[src/rtl/vga_timing_detect_if.sv]
// Video input and measurement result bundle for vga_timing_detect.
// master drives the video inputs; slave is the detector side.
`timescale 1ns/1ps
interface vga_timing_detect_if;
    logic        hsync_in;
    logic        vsync_in;
    logic        de_in;
    logic        de;
    logic [9:0]  sx;
    logic [9:0]  sy;
    logic        frame;
    logic        locked;
    logic        mode_ok;
    logic [10:0] h_total;
    logic [10:0] h_active;
    logic [9:0]  v_total;
    logic [9:0]  v_active;

    modport master (
        output hsync_in, vsync_in, de_in,
        input  de, sx, sy, frame, locked, mode_ok, h_total, h_active, v_total, v_active
    );

    modport slave (
        input  hsync_in, vsync_in, de_in,
        output de, sx, sy, frame, locked, mode_ok, h_total, h_active, v_total, v_active
    );
endinterface

[src/rtl/vga_timing_detect.sv]
// Receive-side VGA timing detector: measures line/frame geometry, recovers sx/sy, reports lock.
// Optional macro VGA_TDET_AUTOPOL_EN enables per-signal sync polarity detection (default: active-low).
`timescale 1ns/1ps
module vga_timing_detect #(
    parameter int LOCK_FRAMES  = 2,
    parameter int H_TOTAL_EXP  = 1056,
    parameter int H_ACTIVE_EXP = 800,
    parameter int V_TOTAL_EXP  = 628,
    parameter int V_ACTIVE_EXP = 600
) (
    input logic               clk_pix,
    input logic               rst_pix,
    vga_timing_detect_if.slave vid
);
    typedef enum logic [1:0] {SEARCH, MEASURE, CHECK, LOCKED} state_t;

    state_t      state;
    logic [3:0]  match_cnt;
    logic        locked_r;
    logic        hs_q, hs_qq, vs_q, vs_qq, de_q, de_qq;
    logic        hs_act_q, hs_act_qq, vs_act_q, vs_act_qq;
    logic [10:0] hcnt, rcnt, hl_len, ar_len;
    logic        hl_valid, ar_valid, frame_bad;
    logic [9:0]  lcnt, acnt;
    logic [9:0]  sx_r, sy_r;
    logic [10:0] h_total_r, h_active_r;
    logic [9:0]  v_total_r, v_active_r;

`ifdef VGA_TDET_AUTOPOL_EN
    // Idle levels are sampled while de rises, i.e. well outside any sync pulse.
    logic hs_idle, vs_idle;
    always_ff @(posedge clk_pix or posedge rst_pix) begin
        if (rst_pix) begin
            hs_idle <= 1'b1;
            vs_idle <= 1'b1;
        end else if (de_q && !de_qq) begin
            hs_idle <= hs_q;
            vs_idle <= vs_q;
        end
    end
    assign hs_act_q  = hs_q  ^ hs_idle;
    assign hs_act_qq = hs_qq ^ hs_idle;
    assign vs_act_q  = vs_q  ^ vs_idle;
    assign vs_act_qq = vs_qq ^ vs_idle;
`else
    assign hs_act_q  = ~hs_q;
    assign hs_act_qq = ~hs_qq;
    assign vs_act_q  = ~vs_q;
    assign vs_act_qq = ~vs_qq;
`endif

    logic h_edge, v_edge, de_rise, de_fall;
    assign h_edge  = hs_act_q & ~hs_act_qq;
    assign v_edge  = vs_act_q & ~vs_act_qq;
    assign de_rise = de_q & ~de_qq;
    assign de_fall = ~de_q & de_qq;

    logic [10:0] line_len, run_len, ht_fin, ha_fin;
    logic [9:0]  vt_fin, va_fin;
    logic        line_bad, run_bad, bad_fin, timeout, match, store;

    assign line_len = (hcnt == '1) ? hcnt : hcnt + 11'd1;
    assign run_len  = (rcnt == '1) ? rcnt : rcnt + 11'd1;
    assign line_bad = h_edge && hl_valid && (line_len != hl_len);
    assign run_bad  = de_fall && ar_valid && (run_len != ar_len);

    // Frame totals including any event landing on the vsync edge cycle itself.
    assign ht_fin  = (h_edge && !hl_valid) ? line_len : hl_len;
    assign ha_fin  = (de_fall && !ar_valid) ? run_len : ar_len;
    assign vt_fin  = (h_edge && lcnt != '1) ? lcnt + 10'd1 : lcnt;
    assign va_fin  = (de_fall && acnt != '1) ? acnt + 10'd1 : acnt;
    assign bad_fin = frame_bad | line_bad | run_bad;
    assign timeout = (hcnt == '1) || (lcnt == '1);
    assign match   = !bad_fin && (ht_fin == h_total_r) && (ha_fin == h_active_r) &&
                     (vt_fin == v_total_r) && (va_fin == v_active_r);
    assign store   = v_edge && !timeout &&
                     ((state == MEASURE) || (state == CHECK && !match) || (state == LOCKED && !match));

    always_ff @(posedge clk_pix or posedge rst_pix) begin
        if (rst_pix) begin
            hs_q <= 1'b0;  hs_qq <= 1'b0;
            vs_q <= 1'b0;  vs_qq <= 1'b0;
            de_q <= 1'b0;  de_qq <= 1'b0;
            hcnt <= '0;    rcnt <= '0;
            lcnt <= '0;    acnt <= '0;
            hl_len <= '0;  hl_valid <= 1'b0;
            ar_len <= '0;  ar_valid <= 1'b0;
            frame_bad <= 1'b0;
            sx_r <= '0;    sy_r <= '0;
        end else begin
            hs_q <= vid.hsync_in;  hs_qq <= hs_q;
            vs_q <= vid.vsync_in;  vs_qq <= vs_q;
            de_q <= vid.de_in;     de_qq <= de_q;
            hcnt <= h_edge ? '0 : line_len;
            rcnt <= de_qq ? run_len : '0;
            if (v_edge) begin
                lcnt      <= '0;
                acnt      <= '0;
                hl_valid  <= 1'b0;
                ar_valid  <= 1'b0;
                frame_bad <= 1'b0;
            end else begin
                lcnt <= vt_fin;
                acnt <= va_fin;
                if (h_edge && !hl_valid) begin
                    hl_len   <= line_len;
                    hl_valid <= 1'b1;
                end
                if (de_fall && !ar_valid) begin
                    ar_len   <= run_len;
                    ar_valid <= 1'b1;
                end
                if (line_bad || run_bad)
                    frame_bad <= 1'b1;
            end
            if (de_rise)
                sx_r <= '0;
            else if (de_q && de_qq && sx_r != '1)
                sx_r <= sx_r + 10'd1;
            if (v_edge)
                sy_r <= '0;
            else if (de_fall && sy_r != '1)
                sy_r <= sy_r + 10'd1;
        end
    end

    always_ff @(posedge clk_pix or posedge rst_pix) begin
        if (rst_pix) begin
            h_total_r  <= '0;
            h_active_r <= '0;
            v_total_r  <= '0;
            v_active_r <= '0;
        end else if (store) begin
            h_total_r  <= ht_fin;
            h_active_r <= ha_fin;
            v_total_r  <= vt_fin;
            v_active_r <= va_fin;
        end
    end

    always_ff @(posedge clk_pix or posedge rst_pix) begin
        if (rst_pix) begin
            state     <= SEARCH;
            match_cnt <= '0;
            locked_r  <= 1'b0;
        end else if (timeout) begin
            state     <= SEARCH;
            match_cnt <= '0;
            locked_r  <= 1'b0;
        end else if (v_edge) begin
            case (state)
                SEARCH:  state <= MEASURE;
                MEASURE: begin
                    match_cnt <= '0;
                    state     <= CHECK;
                end
                CHECK: begin
                    if (match) begin
                        match_cnt <= match_cnt + 4'd1;
                        if (int'(match_cnt) + 1 >= LOCK_FRAMES) begin
                            state    <= LOCKED;
                            locked_r <= 1'b1;
                        end
                    end else begin
                        match_cnt <= '0;
                    end
                end
                LOCKED: begin
                    if (!match) begin
                        match_cnt <= '0;
                        state     <= CHECK;
                        locked_r  <= 1'b0;
                    end
                end
                default: state <= SEARCH;
            endcase
        end
    end

    assign vid.de       = de_qq;
    assign vid.sx       = sx_r;
    assign vid.sy       = sy_r;
    assign vid.frame    = v_edge;
    assign vid.locked   = locked_r;
    assign vid.h_total  = h_total_r;
    assign vid.h_active = h_active_r;
    assign vid.v_total  = v_total_r;
    assign vid.v_active = v_active_r;
    assign vid.mode_ok  = locked_r &&
                          (h_total_r  == 11'(H_TOTAL_EXP))  && (h_active_r == 11'(H_ACTIVE_EXP)) &&
                          (v_total_r  == 10'(V_TOTAL_EXP))  && (v_active_r == 10'(V_ACTIVE_EXP));
endmodule

[src/flat_wrapper.sv]
// flat-port wrapper written by rule: the top's interface ports become plain ports
module vga_timing_detect_flat 
#(
    parameter int LOCK_FRAMES  = 2,
    parameter int H_TOTAL_EXP  = 1056,
    parameter int H_ACTIVE_EXP = 800,
    parameter int V_TOTAL_EXP  = 628,
    parameter int V_ACTIVE_EXP = 600
)
  (clk_pix, rst_pix, vid_hsync_in, vid_vsync_in, vid_de_in, vid_de, vid_sx, vid_sy, vid_frame, vid_locked, vid_mode_ok, vid_h_total, vid_h_active, vid_v_total, vid_v_active);
  vga_timing_detect_if vid_i ();
  input logic clk_pix;
  input logic rst_pix;
  input wire logic [$bits(vid_i.hsync_in)-1:0] vid_hsync_in;
  input wire logic [$bits(vid_i.vsync_in)-1:0] vid_vsync_in;
  input wire logic [$bits(vid_i.de_in)-1:0] vid_de_in;
  output wire logic [$bits(vid_i.de)-1:0] vid_de;
  output wire logic [$bits(vid_i.sx)-1:0] vid_sx;
  output wire logic [$bits(vid_i.sy)-1:0] vid_sy;
  output wire logic [$bits(vid_i.frame)-1:0] vid_frame;
  output wire logic [$bits(vid_i.locked)-1:0] vid_locked;
  output wire logic [$bits(vid_i.mode_ok)-1:0] vid_mode_ok;
  output wire logic [$bits(vid_i.h_total)-1:0] vid_h_total;
  output wire logic [$bits(vid_i.h_active)-1:0] vid_h_active;
  output wire logic [$bits(vid_i.v_total)-1:0] vid_v_total;
  output wire logic [$bits(vid_i.v_active)-1:0] vid_v_active;
  assign vid_i.hsync_in = vid_hsync_in;
  assign vid_i.vsync_in = vid_vsync_in;
  assign vid_i.de_in = vid_de_in;
  assign vid_de = vid_i.de;
  assign vid_sx = vid_i.sx;
  assign vid_sy = vid_i.sy;
  assign vid_frame = vid_i.frame;
  assign vid_locked = vid_i.locked;
  assign vid_mode_ok = vid_i.mode_ok;
  assign vid_h_total = vid_i.h_total;
  assign vid_h_active = vid_i.h_active;
  assign vid_v_total = vid_i.v_total;
  assign vid_v_active = vid_i.v_active;
  vga_timing_detect #(.LOCK_FRAMES(LOCK_FRAMES), .H_TOTAL_EXP(H_TOTAL_EXP), .H_ACTIVE_EXP(H_ACTIVE_EXP), .V_TOTAL_EXP(V_TOTAL_EXP), .V_ACTIVE_EXP(V_ACTIVE_EXP)) u_core (.clk_pix(clk_pix), .rst_pix(rst_pix), .vid(vid_i));
endmodule
[config.mk]
export PLATFORM = sky130hd
export DESIGN_NAME = vga_timing_detect_flat
export DESIGN_NICKNAME = d
export VERILOG_FILES = /design/src/rtl/vga_timing_detect_if.sv /design/src/rtl/vga_timing_detect.sv /design/src/flat_wrapper.sv
export SDC_FILE = /design/constraint.sdc
export NUM_CORES = 1
export LEC_CHECK = 0
export CORE_ASPECT_RATIO = 0.8
export CORE_MARGIN = 2
export CORE_UTILIZATION = 55
export DETAILED_ROUTE_END_ITERATION = 16
export GPL_ROUTABILITY_DRIVEN = 0
export PLACE_DENSITY = 0.76
export SLEW_MARGIN = 20
export SYNTH_ARGS = -nofsm -noshare
export SYNTH_HDL_FRONTEND = slang
export SYNTH_SLANG_ARGS = --single-unit
[constraint.sdc]
create_clock -name clk_pix -period 5 [get_ports clk_pix]
set_input_delay 0.5 -clock clk_pix [delete_from_list [all_inputs] [get_ports clk_pix]]
set_output_delay 0.5 -clock clk_pix [all_outputs]
set_load 0.005 [all_outputs]
==> results.cfg <==
[synthesis]
ys_warn_count = 0
synth_ff_type = dfrtp_1
synth_edf_count = 0
synth_top_area_share_pct = 40.3
ys_ff_latch = 142
async_reset_ff_share_pct = 100
ys_seq_area_share_pct = 40.3
netlist-cell-type-count = 80
syn_area_mm2 = 0.00882
syn_nets = 995
syn-mean-instance-area_um2 = 8.98
synth_area_leaders = dfrtp_1, xnor2_1, nand2_1, nor2_1, mux2_4
yosysTopAreaCell = dfrtp_1
syn-instance-count = 982

[drt]
via_per_inst = 6.41
finalWirelength_um = 25800
vias = 8018
drc_errors = 0
avgRoutedWirePerCell_um = 20.6
drt_first_pass_iters = 6
drt_iter0_drc = 1174
detail-route-antenna-nets = 0

[pwr]
p_seq_share_pct = 42.3
power.internal_uw = 2360
leakage_uw = 0.00414
power_frac_clock_pct = 33.9
ir_drop_mv = 0.264
p_comb_share_pct = 23.8
p_switching_uw = 1120
power-per-cell-area_mw_per_mm2 = 343
power.total_uw = 3490
swShare_pct = 32.2

[clocking]
clkSinkCount = 142
ctsLongestPathBuffers = 2
clk_pin_slew_ns = 0.06
cts_tree = yes
postCtsSetupBuffers = 0
clock_latency_ns = 0.44
hold_buffers = 0
cts_resized = 0
clk_root_buffer_cell = clkbuf_16
cts_buffers = 17
htree_levels = 4

[sta]
fin_crit_ns = 4.55
hold_violations = 0
maxSlewViolCount = 0
setup_viol = 0
skew_ns = 0.0115
slew-limit-headroom_pct = 25.5
tightest_slew_ns = 1.12
period_share_pct = 91.0
rsz0062_at_grt = no
fmax_ghz = 0.220
fin_setup_tns_ns = 0

[global_routing]
grt_max_degree = 68
grt_pass1_vias = 7192
grtUsageTotal_pct = 30.9
antenna_found_initial = 0
overflow = 0
grt_pass1_wl_um = 40400

[layout]
design_area_mm2 = 0.0102
nets = 1037
stdcell_count = 1251
antennaDiodeCount = 0
drive_gt1_share_pct = 7.63
syn_to_final_growth_pct = 15.3
fillCellCount = 1362

[critical_path]
timing.rr.start = u_core.vid.de
critPathMaxStageDelay_ns = 0.79
start_kind = flip-flop
end_kind = flip-flop
startpoint = u_core.vid.de
critical-path-top-delay-family = simple AND/OR/NAND/NOR gates
crit_buf_inv = 1
crit_type = reg2reg
critical_path.cell_chain = nor2b_1 -> nand2_1 -> a32oi_1 -> o2111ai_1 -> or4_1 -> or4_4 -> nor4_4 -> a31oi_4 -> buf_12 -> mux2_4
cp.required_ns = 5.31
crit_fanout = 33
slowest_stage = nor2b_1
worstPathArrival_ns = 4.86

[place]
place_area_mm2 = 0.00963
port_buffers = 70
post-dp-hpwl_um = 18700
placed_cells = 1220

[floorplanning]
rows = 41
core_area_mm2 = 0.0157
die_area_mm2 = 0.0171
io_pins = 71
die_x_um = 146
die_h_um = 117
initial_core_util_pct = 56.0

[hold_path]
holdCritStartpoint = u_core.vs_q
hold_class = reg2reg

[run]
cap_viol_max_count = 0

[outcome]
status = completed
-- final timing paths --
check                           depth (start not counted)  slack (ns)                     to
worst max-delay path                                   10        0.45  u_core.vid.h_total[3]
worst min-delay path                                    0        0.37           u_core.vs_qq
worst max register to register                         10        0.45  u_core.vid.h_total[3]
worst min register to register                          0        0.37           u_core.vs_qq
max in group asynchronous                               3        3.43         u_core.lcnt[3]
min in group asynchronous                               2        0.54            u_core.vs_q
-- layout by cell type, fill, tap and decap left out, types with 17 or more instances in the layout --
cell type and instances:
a21oi_1 44, and3_1 23, clkbuf_16 17, clkdlybuf4s50_1 70, dfrtp_1 142, inv_1 39
mux2_4 20, mux2i_1 29, nand2_1 94, nand3_1 31, nand4_1 33, nor2_1 92
nor3_1 19, o21ai_0 55, xnor2_1 45, xor2_1 23
-- per-stage QoR --
step	setup slack (ns)	hold slack (ns)	util, %
2_1_floorplan	0.690	0.346	-
3_3_place_gp	0.636	0.353	61.2
3_5_place_dp	0.600	0.356	61.2
4_1_cts	0.574	0.370	64.6
5_1_grt	0.230	0.377	64.6
6_report	0.449	0.367	64.6
-- logic make-up after synthesis --
family,synth area share [%]
xor+xnor,6.75
fa+ha+maj,1.13
buf+inv,4.65
mux,7.08
simple gates,23.2
flops,40.3
compound gates,16.9
-- layer usage --
layer / global-route usage, % / wire [um] / vias to the layer above
li1: - / - / 3660
met1: 46.1 / 11800 / 3802
met2: 43.6 / 10500 / 499
met3: 8.10 / 2820 / 57
met4: 10.7 / 687 / 0
met5: 0 / 0 / -
-- cell type report --
| class | instances | area (um^2) | area share [%] |
|---|---|---|---|
| Multi-Input combinational cell | 741 | 4860 | 47.7 |
| Sequential cell | 142 | 3550 | 34.9 |
| Timing Repair Buffer | 81 | 796 | 7.82 |
| Clock inverter | 11 | 93.8 | 0.922 |
| Inverter | 41 | 159 | 1.56 |
| Clock buffer | 20 | 447 | 4.39 |
| Tap cell | 215 | 269 | 2.64 |
-- power groups by stage --
stage	clock (uW)	sequential [uW]	combinational, uW
after floorplan	0	1410	564
after global placement	0	1480	803
after detailed placement	0	1480	812
after CTS	1200	1460	820
after global routing	1250	1490	908
final	1180	1470	830
-- synth_stat cells (5+ instances only) --
cell type  count
o31ai_1        5
xnor2_1       45
and4_1        12
nor4b_1        7
buf_2         13
a41oi_1        6
nor2b_1        7
mux2i_1       29
a22oi_1        5
inv_1         40
xor2_1        23
o22ai_1        6
or4_1          5
nand3_1       31
o21ai_0       55
a21oi_1       44
nand2_1       94
nor4_1        14
nor2_1        92
a2111oi_0      6
and2_1         8
clkbuf_1      41
o2111ai_1      7
ha_1           8
a31oi_1       16
or3_1         10
nor3_1        19
nand4_1       33
mux2_4        20
o32ai_1        5
dfrtp_1      142
and3_1        23
nand2b_1      15
nand3b_1       5
o21a_1         7
-- state kept, by name (all words and copies together), names as in the netlist, 2 cells and up --
| name | cells |
|---|---|
| u_core.rcnt | 11 |
| u_core.vid.sy | 10 |
| u_core.state | 2 |
| u_core.vid.h_total | 11 |
| u_core.hcnt | 11 |
| u_core.match_cnt | 4 |
| u_core.acnt | 10 |
| u_core.vid.v_active | 10 |
| u_core.vid.sx | 10 |
| u_core.hl_len | 11 |
| u_core.vid.v_total | 10 |
| u_core.vid.h_active | 11 |
| u_core.ar_len | 11 |
| u_core.lcnt | 10 |
Note: power is estimated with default switching activity, not from simulation.
